$ cat src/rtl/ptos_lane_sched.sv
// Lane scheduler for the IDLE-capable parallel-to-serial stage.
// It trains the lane with a COM burst, round-robins two byte requesters per 8-bit slot, and shifts symbols out MSB-first.
module ptos_lane_sched #(
    parameter logic [7:0]  IDLE_SYM   = 8'h7C,
    parameter logic [7:0]  COM_SYM    = 8'hBC,
    parameter int unsigned SYNC_COUNT = 4
) (
    input  logic       clk32f,
    input  logic       reset,
    input  logic       valid_0,
    input  logic [7:0] data_0,
    input  logic       valid_1,
    input  logic [7:0] data_1,
    output logic       ack_0,
    output logic       ack_1,
    output logic       out,
    output logic       active,
    output logic       sym_start,
    output logic [1:0] lane_sel
);

    localparam int unsigned SYM_W  = 8;
    localparam int unsigned CNT_W  = 3;
    localparam int unsigned SYNC_W = 4;

    localparam logic [1:0] SEL_NONE  = 2'b00;
    localparam logic [1:0] SEL_LANE0 = 2'b01;
    localparam logic [1:0] SEL_LANE1 = 2'b10;

    typedef enum logic {
        ST_SYNC = 1'b0,
        ST_RUN  = 1'b1
    } state_e;

    state_e             state_q;
    logic [SYNC_W-1:0]  sync_cnt_q;
    logic [CNT_W-1:0]   bit_cnt_q;
    logic               first_q;
    logic [SYM_W-1:0]   shreg_q;
    logic               rr_q;
    logic               sym_start_q;
    logic               ack_0_q;
    logic               ack_1_q;
    logic [1:0]         lane_sel_q;
    logic               active_q;

    logic               load_c;
    logic               run_c;
    logic [SYM_W-1:0]   sym_d;
    logic [1:0]         sel_d;
    logic               grant_0_d;
    logic               grant_1_d;
    logic               rr_d;

    // A slot boundary is the last bit of a symbol, or the very first edge out of reset.
    assign load_c = first_q || (bit_cnt_q == CNT_W'(0));
    // The load that follows the last COM symbol already belongs to RUN.
    assign run_c  = (state_q == ST_RUN) || (sync_cnt_q == SYNC_W'(SYNC_COUNT));

    // Next-symbol selection and round-robin arbitration for the upcoming slot.
    always_comb begin
        sym_d     = IDLE_SYM;
        sel_d     = SEL_NONE;
        grant_0_d = 1'b0;
        grant_1_d = 1'b0;
        rr_d      = rr_q;
        if (!run_c) begin
            sym_d = COM_SYM;
        end else if (valid_0 && valid_1) begin
            grant_0_d = ~rr_q;
            grant_1_d = rr_q;
        end else begin
            grant_0_d = valid_0;
            grant_1_d = valid_1;
        end
        if (grant_0_d) begin
            sym_d = data_0;
            sel_d = SEL_LANE0;
            rr_d  = 1'b1;
        end else if (grant_1_d) begin
            sym_d = data_1;
            sel_d = SEL_LANE1;
            rr_d  = 1'b0;
        end
    end

    always_ff @(posedge clk32f) begin
        if (reset) begin
            state_q     <= ST_SYNC;
            sync_cnt_q  <= '0;
            bit_cnt_q   <= CNT_W'(7);
            first_q     <= 1'b1;
            shreg_q     <= '0;
            rr_q        <= 1'b0;
            sym_start_q <= 1'b0;
            ack_0_q     <= 1'b0;
            ack_1_q     <= 1'b0;
            lane_sel_q  <= SEL_NONE;
            active_q    <= 1'b0;
        end else if (load_c) begin
            first_q     <= 1'b0;
            bit_cnt_q   <= CNT_W'(7);
            shreg_q     <= sym_d;
            sym_start_q <= 1'b1;
            lane_sel_q  <= sel_d;
            ack_0_q     <= grant_0_d;
            ack_1_q     <= grant_1_d;
            rr_q        <= rr_d;
            if (run_c) begin
                state_q  <= ST_RUN;
                active_q <= 1'b1;
            end else begin
                sync_cnt_q <= sync_cnt_q + SYNC_W'(1);
            end
        end else begin
            bit_cnt_q   <= bit_cnt_q - CNT_W'(1);
            shreg_q     <= {shreg_q[SYM_W-2:0], 1'b0};
            sym_start_q <= 1'b0;
            ack_0_q     <= 1'b0;
            ack_1_q     <= 1'b0;
        end
    end

    assign out       = shreg_q[SYM_W-1];
    assign sym_start = sym_start_q;
    assign ack_0     = ack_0_q;
    assign ack_1     = ack_1_q;
    assign lane_sel  = lane_sel_q;
    assign active    = active_q;

endmodule
$ cat config.mk
export PLATFORM = sky130hd
export DESIGN_NAME = ptos_lane_sched
export DESIGN_NICKNAME = d
export VERILOG_FILES = /design/src/rtl/ptos_lane_sched.sv
export SDC_FILE = /design/constraint.sdc
export NUM_CORES = 1
export LEC_CHECK = 0
export CORE_ASPECT_RATIO = 0.8
export CORE_UTILIZATION = 30
export CTS_CLUSTER_DIAMETER = 150
export DETAILED_ROUTE_END_ITERATION = 12
export SYNTH_ARGS = -nofsm -noshare
export SYNTH_HDL_FRONTEND = slang
export SYNTH_SLANG_ARGS = --single-unit
$ cat constraint.sdc
create_clock -name clk32f -period 1.9 [get_ports clk32f]
set_input_delay 0.475 -clock clk32f [delete_from_list [all_inputs] [get_ports clk32f]]
set_output_delay 0.475 -clock clk32f [all_outputs]
set_load 0.02 [all_outputs]
==> out/results.tsv, run 1 <==
stage	metric	value	unit
sta	endpoints failing setup	0	
floorplanning	core area	2890	µm²
floorplanning	DIE WIDTH	65.2	µm
final_layout	# fillers	294	
critical_path	Crit path buffers/inverters	1	
sta	skew final	0.00590	ns
drt	sum of routed wire length over all layers	1980	µm
drt	DRC violation count after routing	0	
sta	Final Max Tran Viols	0	
final_layout	antenna cell count	0	
global_route	maximum number of pins on one net before global-route repair	15	
critical_path	terminus of the critical flop-to-flop path	sync_cnt_q[2]	
global_route	number of antenna violations at the first check in global routing	0	
clock_tree	clock slew seen by the registers of the worst setup and hold paths	0.09	ns
drt	detail-routed net length per standard cell	11.9	µm
clock_tree	Post-CTS Setup Bufs	0	
critical_path	type of element launching the critical path	register	
final_layout	area delta synth->final	37.5	%
floorplanning	site row count	17	
drt	DRT iter0 DRCs	42	
logic_synthesis	count of different cell masters after synthesis	33	
floorplanning	Die Y	52.5	µm
final_layout	Total Nets Final	153	
sta	final period utilization	0.893	
global_route	vias in the first global route	727	
power_and_ir_drop	worst vdd rail ir drop	0.522	mV
sta	unrepaired setup endpoints after global routing	false	
sta	post-route minimum period	1.70	ns
clock_tree	number of buffers inserted for hold repair after clock tree synthesis	0	
critical_path	delay-heaviest family, CP	buffers and inverters	
critical_path	arrival time reported for the critical path endpoint	1.22	ns
final_layout	fraction of layout instances using a drive strength above 1	0.117	
power_and_ir_drop	static leakage	0.000502	µW
min_path	beginning of the worst hold path	bit_cnt_q[0]	
logic_synthesis	number of synthesized register bits	23	
global_route	residual overflow from global routing	0	
clock_tree	largest buffer count on any clock path	2	
logic_synthesis	Yosys top cell area share	0.481	
clock_tree	cts bufs inserted	3	
final_layout	register area	460	µm²
logic_synthesis	count of flip-flops with a built-in enable after synthesis	0	
logic_synthesis	mean instance size in the synthesized netlist	9.48	µm²
logic_synthesis	post-synthesis instance total	101	
min_path	worst min-delay path category	reg -> reg	
sta	summed negative setup slack over all endpoints	0	ns
logic_synthesis	prevailing post-synth register cell	dfxtp_1	
drt	post-detailed-route count of antenna-violating nets	0	
floorplanning	total die area	3420	µm²
clock_tree	clock tree from TritonCTS	done	
logic_synthesis	Yosys warning total	0	
sta	number of hold-slack violations in the final timing report	0	
logic_synthesis	sequential-to-total area share from yosys stat	0.481	
critical_path	CP peak stage delay	0.61	ns
drt	vias	780	
clock_tree	clock network latency to the later pin of the worst-skew pair	0.26	ns
clock_tree	# resized after CTS	1	
clock_tree	Sinks on Clock Net	23	
job	Max-Cap Viols	0	
floorplanning	number of placed I/O pins	27	
run_status	status	complete, no violations	
power_and_ir_drop	ratio of total power to cell area	716	nW/µm²
drt	drt via density	4.70	
critical_path	endpoint kind of the worst setup timing path	output pin	
critical_path	chain of cells forming the critical path	clkdlybuf4s50_1	
critical_path	startpoint of the worst register-to-register path	bit_cnt_q[0]	
final_layout	area of the multi-input gates	454	µm²
logic_synthesis	library cell with the largest summed area after synthesis	dfxtp_1	
place	Port-buffer cells	26	
drt	number of iterations in the first detailed-routing pass	4	
logic_synthesis	dominant cells by area after synthesis	dfxtp_1 (48%), nor2_1 (6.3%), ha_1 (5.2%)	
logic_synthesis	post-synthesis cell area	957	µm²
min_path	endpoint with the worst hold slack	bit_cnt_q[0]	
critical_path	peak fanout along the critical path	1	
critical_path	slowest stage cell on the critical path	clkdlybuf4s50_1	
final_layout	end-of-flow core utilization	0.455	
sta	Max-slew headroom	0.693	
global_route	first-pass GRT wire length	3420	µm
critical_path	Critical Path RT	1.42	ns
logic_synthesis	Synthesized Nets	125	
critical_path	Worst R2R Path Depth	7	
place	routability congestion estimate	0.738	
place	half-perimeter wire length after placement	1570	µm
critical_path	WS Path Type	reg -> out	
sta	Peak Freq	0.589	GHz
min_path	depth of the worst hold-timing path	1	
sta	slew at the pin closest to its max-slew limit	0.461	ns
global_route	all-layer global routing usage	0.135	
floorplanning	effective utilization at floorplan	0.331	
clock_tree	root cell of the clock tree	clkbuf_8	
clock_tree	number of levels the H-tree was split into	1	
critical_path	setup slack of the worst register-to-register path	0.24	ns
logic_synthesis	async set-reset flop share out of synthesis	0	
## worst reg2reg max path: stages (launching register included)
cell and delay (ns):
dfxtp_1 0.33, inv_1 0.04, ha_1 0.19, ha_1 0.19
or2_1 0.33, and4_1 0.26, xnor2_1 0.13, nor2_1 0.05
## worst max path at each step
stage,to,start,depth (start not counted),slack (ns)
CTS,lane_sel[1],lane_sel[1],1,0.19
global route,sync_cnt_q[2],bit_cnt_q[0],7,0.11
floorplan,sync_cnt_q[2],bit_cnt_q[0],8,0.35
detailed placement,shreg_q[5],valid_1,5,0.07
global placement,shreg_q[7],valid_0,5,0.13
finish,out,shreg_q[7],1,0.20
## where the power goes
group,switching (µW),leakage [µW],internal (µW)
Combinational,55.7,0.000291,69.4
Clock,158,0.0000217,148
Sequential,11.6,0.000188,500
## cell usage after synthesis (2+ instances only)
| library cell | n |
|---|---|
| inv_1 | 6 |
| nand2_1 | 7 |
| a211oi_1 | 4 |
| nor2_1 | 16 |
| o22ai_1 | 4 |
| ha_1 | 4 |
| nor3_1 | 4 |
| a21oi_1 | 2 |
| dfxtp_1 | 23 |
| xnor2_1 | 3 |
| a22oi_1 | 4 |
| clkbuf_1 | 3 |
## final cells by class
type / count / area share
Clock buffer: 3 / 0.0314
Timing Repair Buffer: 27 / 0.212
Tap cell: 38 / 0.0361
Inverter: 7 / 0.0200
Sequential cell: 23 / 0.350
Clock inverter: 1 / 0.00570
Multi-Input combinational cell: 67 / 0.345
## kinds of logic (layout without fill, tap and decap cells)
kind of cell    count (synthesis)  after routing  share of synthesized area
simple gates                   38             38                      0.203
fa+ha+maj                       4              4                     0.0523
mux                             1              1                     0.0105
flops                          23             23                      0.481
buf+inv                        11             38                     0.0444
xor+xnor                        3              3                     0.0275
compound gates                 21             21                      0.182
## stage by stage
| stage | power, µW | area [µm²] | setup slack, ns | std cells | hold slack, ns |
|---|---|---|---|---|---|
| final | 943 | 1320 | 0.203 | 166 | 0.393 |
| after global routing | 995 | 1320 | 0.112 | 166 | 0.413 |
| after CTS | 955 | 1320 | 0.193 | 166 | 0.399 |
| after detailed placement | 649 | 1270 | 0.0712 | 162 | 0.377 |
| after global placement | 646 | 1270 | 0.130 | 162 | 0.365 |
| after floorplan | 583 | 957 | 0.352 | 101 | 0.358 |
## sequential cells by signal, summed over array words and instances, names as in the netlist
signal / count
ack_0: 1
ack_1: 1
active: 1
bit_cnt_q: 3
first_q: 1
lane_sel: 2
rr_q: 1
shreg_q: 8
sym_start: 1
sync_cnt_q: 4
## placed cells by master (no fill, tap or decap), drive strengths merged, types with 3 or more instances in the layout
cell type      count
a211oi             5
a21oi              3
a22oi              4
clkbuf             3
clkdlybuf4s50     25
dfxtp             23
ha                 4
inv                7
nand2              8
nor2              17
nor3               5
o22ai              4
xnor2              3
## routing by layer
metal,routed length (µm),global-route usage,share of wire,vias up
met5,0,0,0,-
li1,-,-,-,403
met4,7,0.0109,0.0035,0
met2,889,0.210,0.45,9
met1,1030,0.183,0.52,366
met3,55,0.0522,0.028,2
(Power assumes the default switching activity.)
==> run 2: changes to the inputs <==
Settings changed: CTS_BUF_LIST set to sky130_fd_sc_hd__clkbuf_16.
==> out/results.tsv, run 2 (synthesis results as in run 1) <==
stage	metric	value	unit
sta	Peak Freq	0.597	GHz
global_route	number of antenna violations at the first check in global routing	0	
clock_tree	number of levels the H-tree was split into	1	
drt	number of iterations in the first detailed-routing pass	4	
clock_tree	cts bufs inserted	3	
sta	final period utilization	0.882	
global_route	residual overflow from global routing	0	
sta	slew at the pin closest to its max-slew limit	0.446	ns
place	Port-buffer cells	26	
final_layout	most frequent standard cell in the layout excluding fill and tap cells	clkdlybuf4s50_1	
power_and_ir_drop	worst vdd rail ir drop	0.488	mV
power_and_ir_drop	static leakage	0.000531	µW
job	Max-Cap Viols	0	
critical_path	peak fanout along the critical path	1	
min_path	beginning of the worst hold path	bit_cnt_q[0]	
floorplanning	DIE WIDTH	65.2	µm
final_layout	most frequent cells in the layout	clkdlybuf4s50_1 (25), dfxtp_1 (23), nor2_1 (16)	
critical_path	type of element launching the critical path	register	
clock_tree	Sinks on Clock Net	23	
final_layout	largest registers	shreg_q (8), sync_cnt_q (4), bit_cnt_q (3)	
floorplanning	core area	2890	µm²
floorplanning	site row count	17	
clock_tree	clock tree from TritonCTS	done	
critical_path	CP peak stage delay	0.61	ns
final_layout	antenna cell count	0	
critical_path	endpoint kind of the worst setup timing path	output pin	
critical_path	delay-heaviest family, CP	buffers and inverters	
run_status	status	complete, no violations	
sta	number of hold-slack violations in the final timing report	0	
critical_path	Critical Path RT	1.42	ns
clock_tree	number of buffers inserted for hold repair after clock tree synthesis	0	
drt	vias	795	
clock_tree	root cell of the clock tree	clkbuf_16	
clock_tree	clock network latency to the later pin of the worst-skew pair	0.25	ns
sta	skew final	0.00393	ns
global_route	first-pass GRT wire length	3440	µm
place	half-perimeter wire length after placement	1570	µm
sta	Max-slew headroom	0.702	
clock_tree	clock slew seen by the registers of the worst setup and hold paths	0.06	ns
critical_path	Worst R2R Path Depth	7	
sta	post-route minimum period	1.68	ns
drt	post-detailed-route count of antenna-violating nets	0	
drt	sum of routed wire length over all layers	1990	µm
sta	endpoints failing setup	0	
final_layout	# fillers	293	
clock_tree	largest buffer count on any clock path	2	
power_and_ir_drop	Sw Pwr	235	µW
power_and_ir_drop	Comb pwr share	0.115	
clock_tree	# resized after CTS	0	
floorplanning	total die area	3420	µm²
power_and_ir_drop	ratio of total power to cell area	806	nW/µm²
power_and_ir_drop	cell-internal power	855	µW
power_and_ir_drop	switching share of power	0.216	
min_path	endpoint with the worst hold slack	bit_cnt_q[0]	
sta	Final Max Tran Viols	0	
final_layout	largest reg by FF count	shreg_q	
final_layout	area delta synth->final	41.4	%
clock_tree	Post-CTS Setup Bufs	0	
drt	DRT iter0 DRCs	35	
global_route	maximum number of pins on one net before global-route repair	15	
final_layout	fraction of layout instances using a drive strength above 1	0.117	
place	routability congestion estimate	0.738	
critical_path	WS Path Type	reg -> out	
power_and_ir_drop	Reg power frac	0.470	
power_and_ir_drop	clock share of power	0.415	
critical_path	chain of cells forming the critical path	clkdlybuf4s50_1	
critical_path	startpoint of the worst register-to-register path	bit_cnt_q[0]	
floorplanning	Die Y	52.5	µm
final_layout	max reg flops	8	
drt	detail-routed net length per standard cell	12.0	µm
critical_path	arrival time reported for the critical path endpoint	1.20	ns
critical_path	setup slack of the worst register-to-register path	0.25	ns
drt	DRC violation count after routing	0	
min_path	worst min-delay path category	reg -> reg	
final_layout	Total Nets Final	153	
floorplanning	number of placed I/O pins	27	
critical_path	Crit path buffers/inverters	1	
floorplanning	effective utilization at floorplan	0.331	
sta	hold slack final	0.387	ns
critical_path	slowest stage cell on the critical path	clkdlybuf4s50_1	
critical_path	terminus of the critical flop-to-flop path	sync_cnt_q[2]	
sta	unrepaired setup endpoints after global routing	false	
min_path	depth of the worst hold-timing path	1	
global_route	vias in the first global route	743	
power_and_ir_drop	Power Total	1090	µW
sta	summed negative setup slack over all endpoints	0	ns
drt	drt via density	4.79	
global_route	all-layer global routing usage	0.135	
==> run 2: metal layers <==
metal	vias to the layer above	part of all wire	GRT usage
met5	-	0	0
met4	0	0.0035	0.0109
met3	2	0.033	0.0457
met2	12	0.46	0.219
met1	375	0.51	0.181
li1	406	-	-
==> run 2: worst reg2reg max path, delay by kind of cell, from the launching register on <==
family / cells / cell delay (ns)
flip-flops: 1 / 0.33
adder cells (fa/ha/maj): 2 / 0.38
buffers and inverters: 1 / 0.04
XOR/XNOR: 1 / 0.13
AND/OR/NAND/NOR: 3 / 0.65
==> run 2: power by group through the flow <==
stage / clock, µW / sequential, µW / combinational (µW)
after floorplan: 0 / 524 / 58.9
after global placement: 0 / 522 / 124
after detailed placement: 0 / 523 / 126
after CTS: 466 / 512 / 127
after global routing: 490 / 514 / 140
final: 453 / 513 / 125
==> run 2: cell type report <==
| type | count | area [µm²] | share of cell area |
|---|---|---|---|
| repair buffers | 27 | 283 | 0.209 |
| multi-input cells | 67 | 454 | 0.335 |
| clock buffers | 3 | 75.1 | 0.0555 |
| well taps | 38 | 47.5 | 0.0351 |
| inverters | 7 | 26.3 | 0.0194 |
| clock inverters | 1 | 7.51 | 0.00555 |
| flip-flops and latches | 23 | 460 | 0.340 |
==> run 2: worst max-delay path by stage <==
stage | end | startpoint | slack (ns) | depth (start not counted)
global placement | shreg_q[7] | valid_0 | 0.13 | 5
finish | out | shreg_q[7] | 0.22 | 1
global route | sync_cnt_q[2] | bit_cnt_q[0] | 0.12 | 7
detailed placement | shreg_q[5] | valid_1 | 0.07 | 5
CTS | active | active | 0.005 | 1
floorplan | sync_cnt_q[2] | bit_cnt_q[0] | 0.35 | 8
==> run 2: per-stage QoR <==
stage | worst slack [ns] | instances | cell area [µm²] | util
after floorplan | 0.352 | 101 | 957 | -
after global placement | 0.130 | 162 | 1270 | 0.439
after detailed placement | 0.0712 | 162 | 1270 | 0.439
after CTS | 0.00457 | 166 | 1350 | 0.467
after global routing | 0.119 | 166 | 1350 | 0.468
final | 0.224 | 166 | 1350 | 0.468
==> run 3: changes to the inputs <==
Settings changed: CORE_MARGIN set to 2.
Clock period 1.9 ns to 1.8 ns, I/O delays scaled along.
==> out/results.tsv, run 3 (synthesis results as in run 1) <==
stage	metric	value	unit
power_and_ir_drop	ratio of total power to cell area	839	nW/µm²
drt	sum of routed wire length over all layers	2030	µm
floorplanning	DIE WIDTH	67.2	µm
critical_path	peak fanout along the critical path	2	
clock_tree	# resized after CTS	0	
min_path	endpoint with the worst hold slack	bit_cnt_q[0]	
critical_path	delay-heaviest family, CP	buffers and inverters	
final_layout	area delta synth->final	43.3	%
place	cell count after placement	168	
sta	number of hold-slack violations in the final timing report	0	
final_layout	final std cells w/o fill	172	
min_path	depth of the worst hold-timing path	1	
final_layout	fraction of layout instances using a drive strength above 1	0.144	
drt	vias	833	
final_layout	largest reg by FF count	shreg_q	
critical_path	setup slack of the worst register-to-register path	0.17	ns
clock_tree	largest buffer count on any clock path	2	
critical_path	stages on the worst setup path	1	
power_and_ir_drop	static leakage	0.000527	µW
critical_path	arrival time reported for the critical path endpoint	1.20	ns
sta	Peak Freq	0.607	GHz
clock_tree	number of buffers inserted for hold repair after clock tree synthesis	0	
min_path	worst min-delay path category	reg -> reg	
final_layout	most frequent standard cell in the layout excluding fill and tap cells	clkdlybuf4s50_1	
sta	skew final	0.00358	ns
power_and_ir_drop	worst vdd rail ir drop	0.471	mV
critical_path	chain of cells forming the critical path	clkdlybuf4s50_1	
global_route	residual overflow from global routing	0	
drt	number of iterations in the first detailed-routing pass	4	
clock_tree	clock tree from TritonCTS	done	
clock_tree	Post-CTS Setup Bufs	0	
drt	post-detailed-route count of antenna-violating nets	0	
critical_path	type of element launching the critical path	register	
clock_tree	number of levels the H-tree was split into	1	
place	Port-buffer cells	26	
final_layout	most frequent cells in the layout	clkdlybuf4s50_1 (26), dfxtp_1 (23), nor2_1 (16)	
job	Max-Cap Viols	0	
floorplanning	total die area	3660	µm²
floorplanning	number of placed I/O pins	27	
critical_path	startpoint of the worst register-to-register path	bit_cnt_q[0]	
final_layout	antenna cell count	0	
sta	unrepaired setup endpoints after global routing	false	
global_route	vias in the first global route	844	
final_layout	largest registers	shreg_q (8), sync_cnt_q (4), bit_cnt_q (3)	
critical_path	terminus of the critical flop-to-flop path	rr_q	
drt	DRT iter0 DRCs	90	
critical_path	Critical Path RT	1.35	ns
min_path	beginning of the worst hold path	bit_cnt_q[0]	
sta	final period utilization	0.915	
critical_path	endpoint kind of the worst setup timing path	output pin	
drt	DRC violation count after routing	0	
floorplanning	core area	3060	µm²
final_layout	Finished Cell Area	1370	µm²
sta	Max-slew headroom	0.771	
global_route	maximum number of pins on one net before global-route repair	15	
floorplanning	effective utilization at floorplan	0.312	
final_layout	Total Nets Final	157	
final_layout	max reg flops	8	
sta	slew at the pin closest to its max-slew limit	0.343	ns
critical_path	CP peak stage delay	0.61	ns
place	routability congestion estimate	0.760	
place	half-perimeter wire length after placement	1620	µm
clock_tree	clock slew seen by the registers of the worst setup and hold paths	0.06	ns
critical_path	Worst R2R Path Depth	7	
place	area after detailed placement	1290	µm²
run_status	status	complete, no violations	
floorplanning	site row count	18	
critical_path	worst setup path start	lane_sel[1]	
clock_tree	cts bufs inserted	3	
sta	endpoints failing setup	0	
sta	post-route minimum period	1.65	ns
sta	Final Max Tran Viols	0	
drt	drt via density	4.84	
floorplanning	Die Y	54.5	µm
global_route	number of antenna violations at the first check in global routing	0	
clock_tree	clock network latency to the later pin of the worst-skew pair	0.25	ns
global_route	all-layer global routing usage	0.134	
sta	summed negative setup slack over all endpoints	0	ns
clock_tree	root cell of the clock tree	clkbuf_16	
critical_path	Crit path buffers/inverters	1	
global_route	first-pass GRT wire length	3690	µm
critical_path	WS Path Type	reg -> out	
clock_tree	Sinks on Clock Net	23	
critical_path	slowest stage cell on the critical path	clkdlybuf4s50_1	
drt	detail-routed net length per standard cell	11.8	µm
## run 3: final cells by class
cell class | instances | area [µm²]
clock buffers | 3 | 75.1
clock inverters | 1 | 7.51
fillers | 320 | 1690
inverters | 7 | 26.3
multi-input cells | 67 | 454
flip-flops and latches | 23 | 460
well taps | 40 | 50.0
repair buffers | 31 | 298
## run 3: report_power, final
part           internal (µW)  switching, µW  leakage (µW)
sequential               529           11.2      0.000188
clock                    300            174     0.0000371
combinational           75.4           60.4      0.000302
## run 3: metrics by stage
stage	worst slack [ns]	hold WS, ns	utilization	power (µW)
after floorplan	0.252	0.358	-	615
after global placement	0.0861	0.365	0.421	684
after detailed placement	0.0224	0.370	0.421	688
after CTS	0.137	0.384	0.448	1170
after global routing	0.0354	0.421	0.448	1200
final	0.152	0.381	0.448	1150
## run 3: routing by layer
layer / wire length [µm] / vias to the layer above / track usage / part of all wire
met5: 0 / - / 0 / 0
met1: 980 / 403 / 0.170 / 0.48
li1: - / 415 / - / -
met3: 85 / 2 / 0.0432 / 0.042
met4: 8 / 0 / 0.0102 / 0.0039
met2: 956 / 13 / 0.233 / 0.47
## run 3: worst max path at each step
stage               endpoint  slack, ns
6_report         lane_sel[1]       0.15
5_1_grt                 rr_q       0.04
4_1_cts          lane_sel[1]       0.14
2_1_floorplan  sync_cnt_q[2]       0.25
3_5_place_dp      shreg_q[4]       0.02
3_3_place_gp      shreg_q[5]       0.09
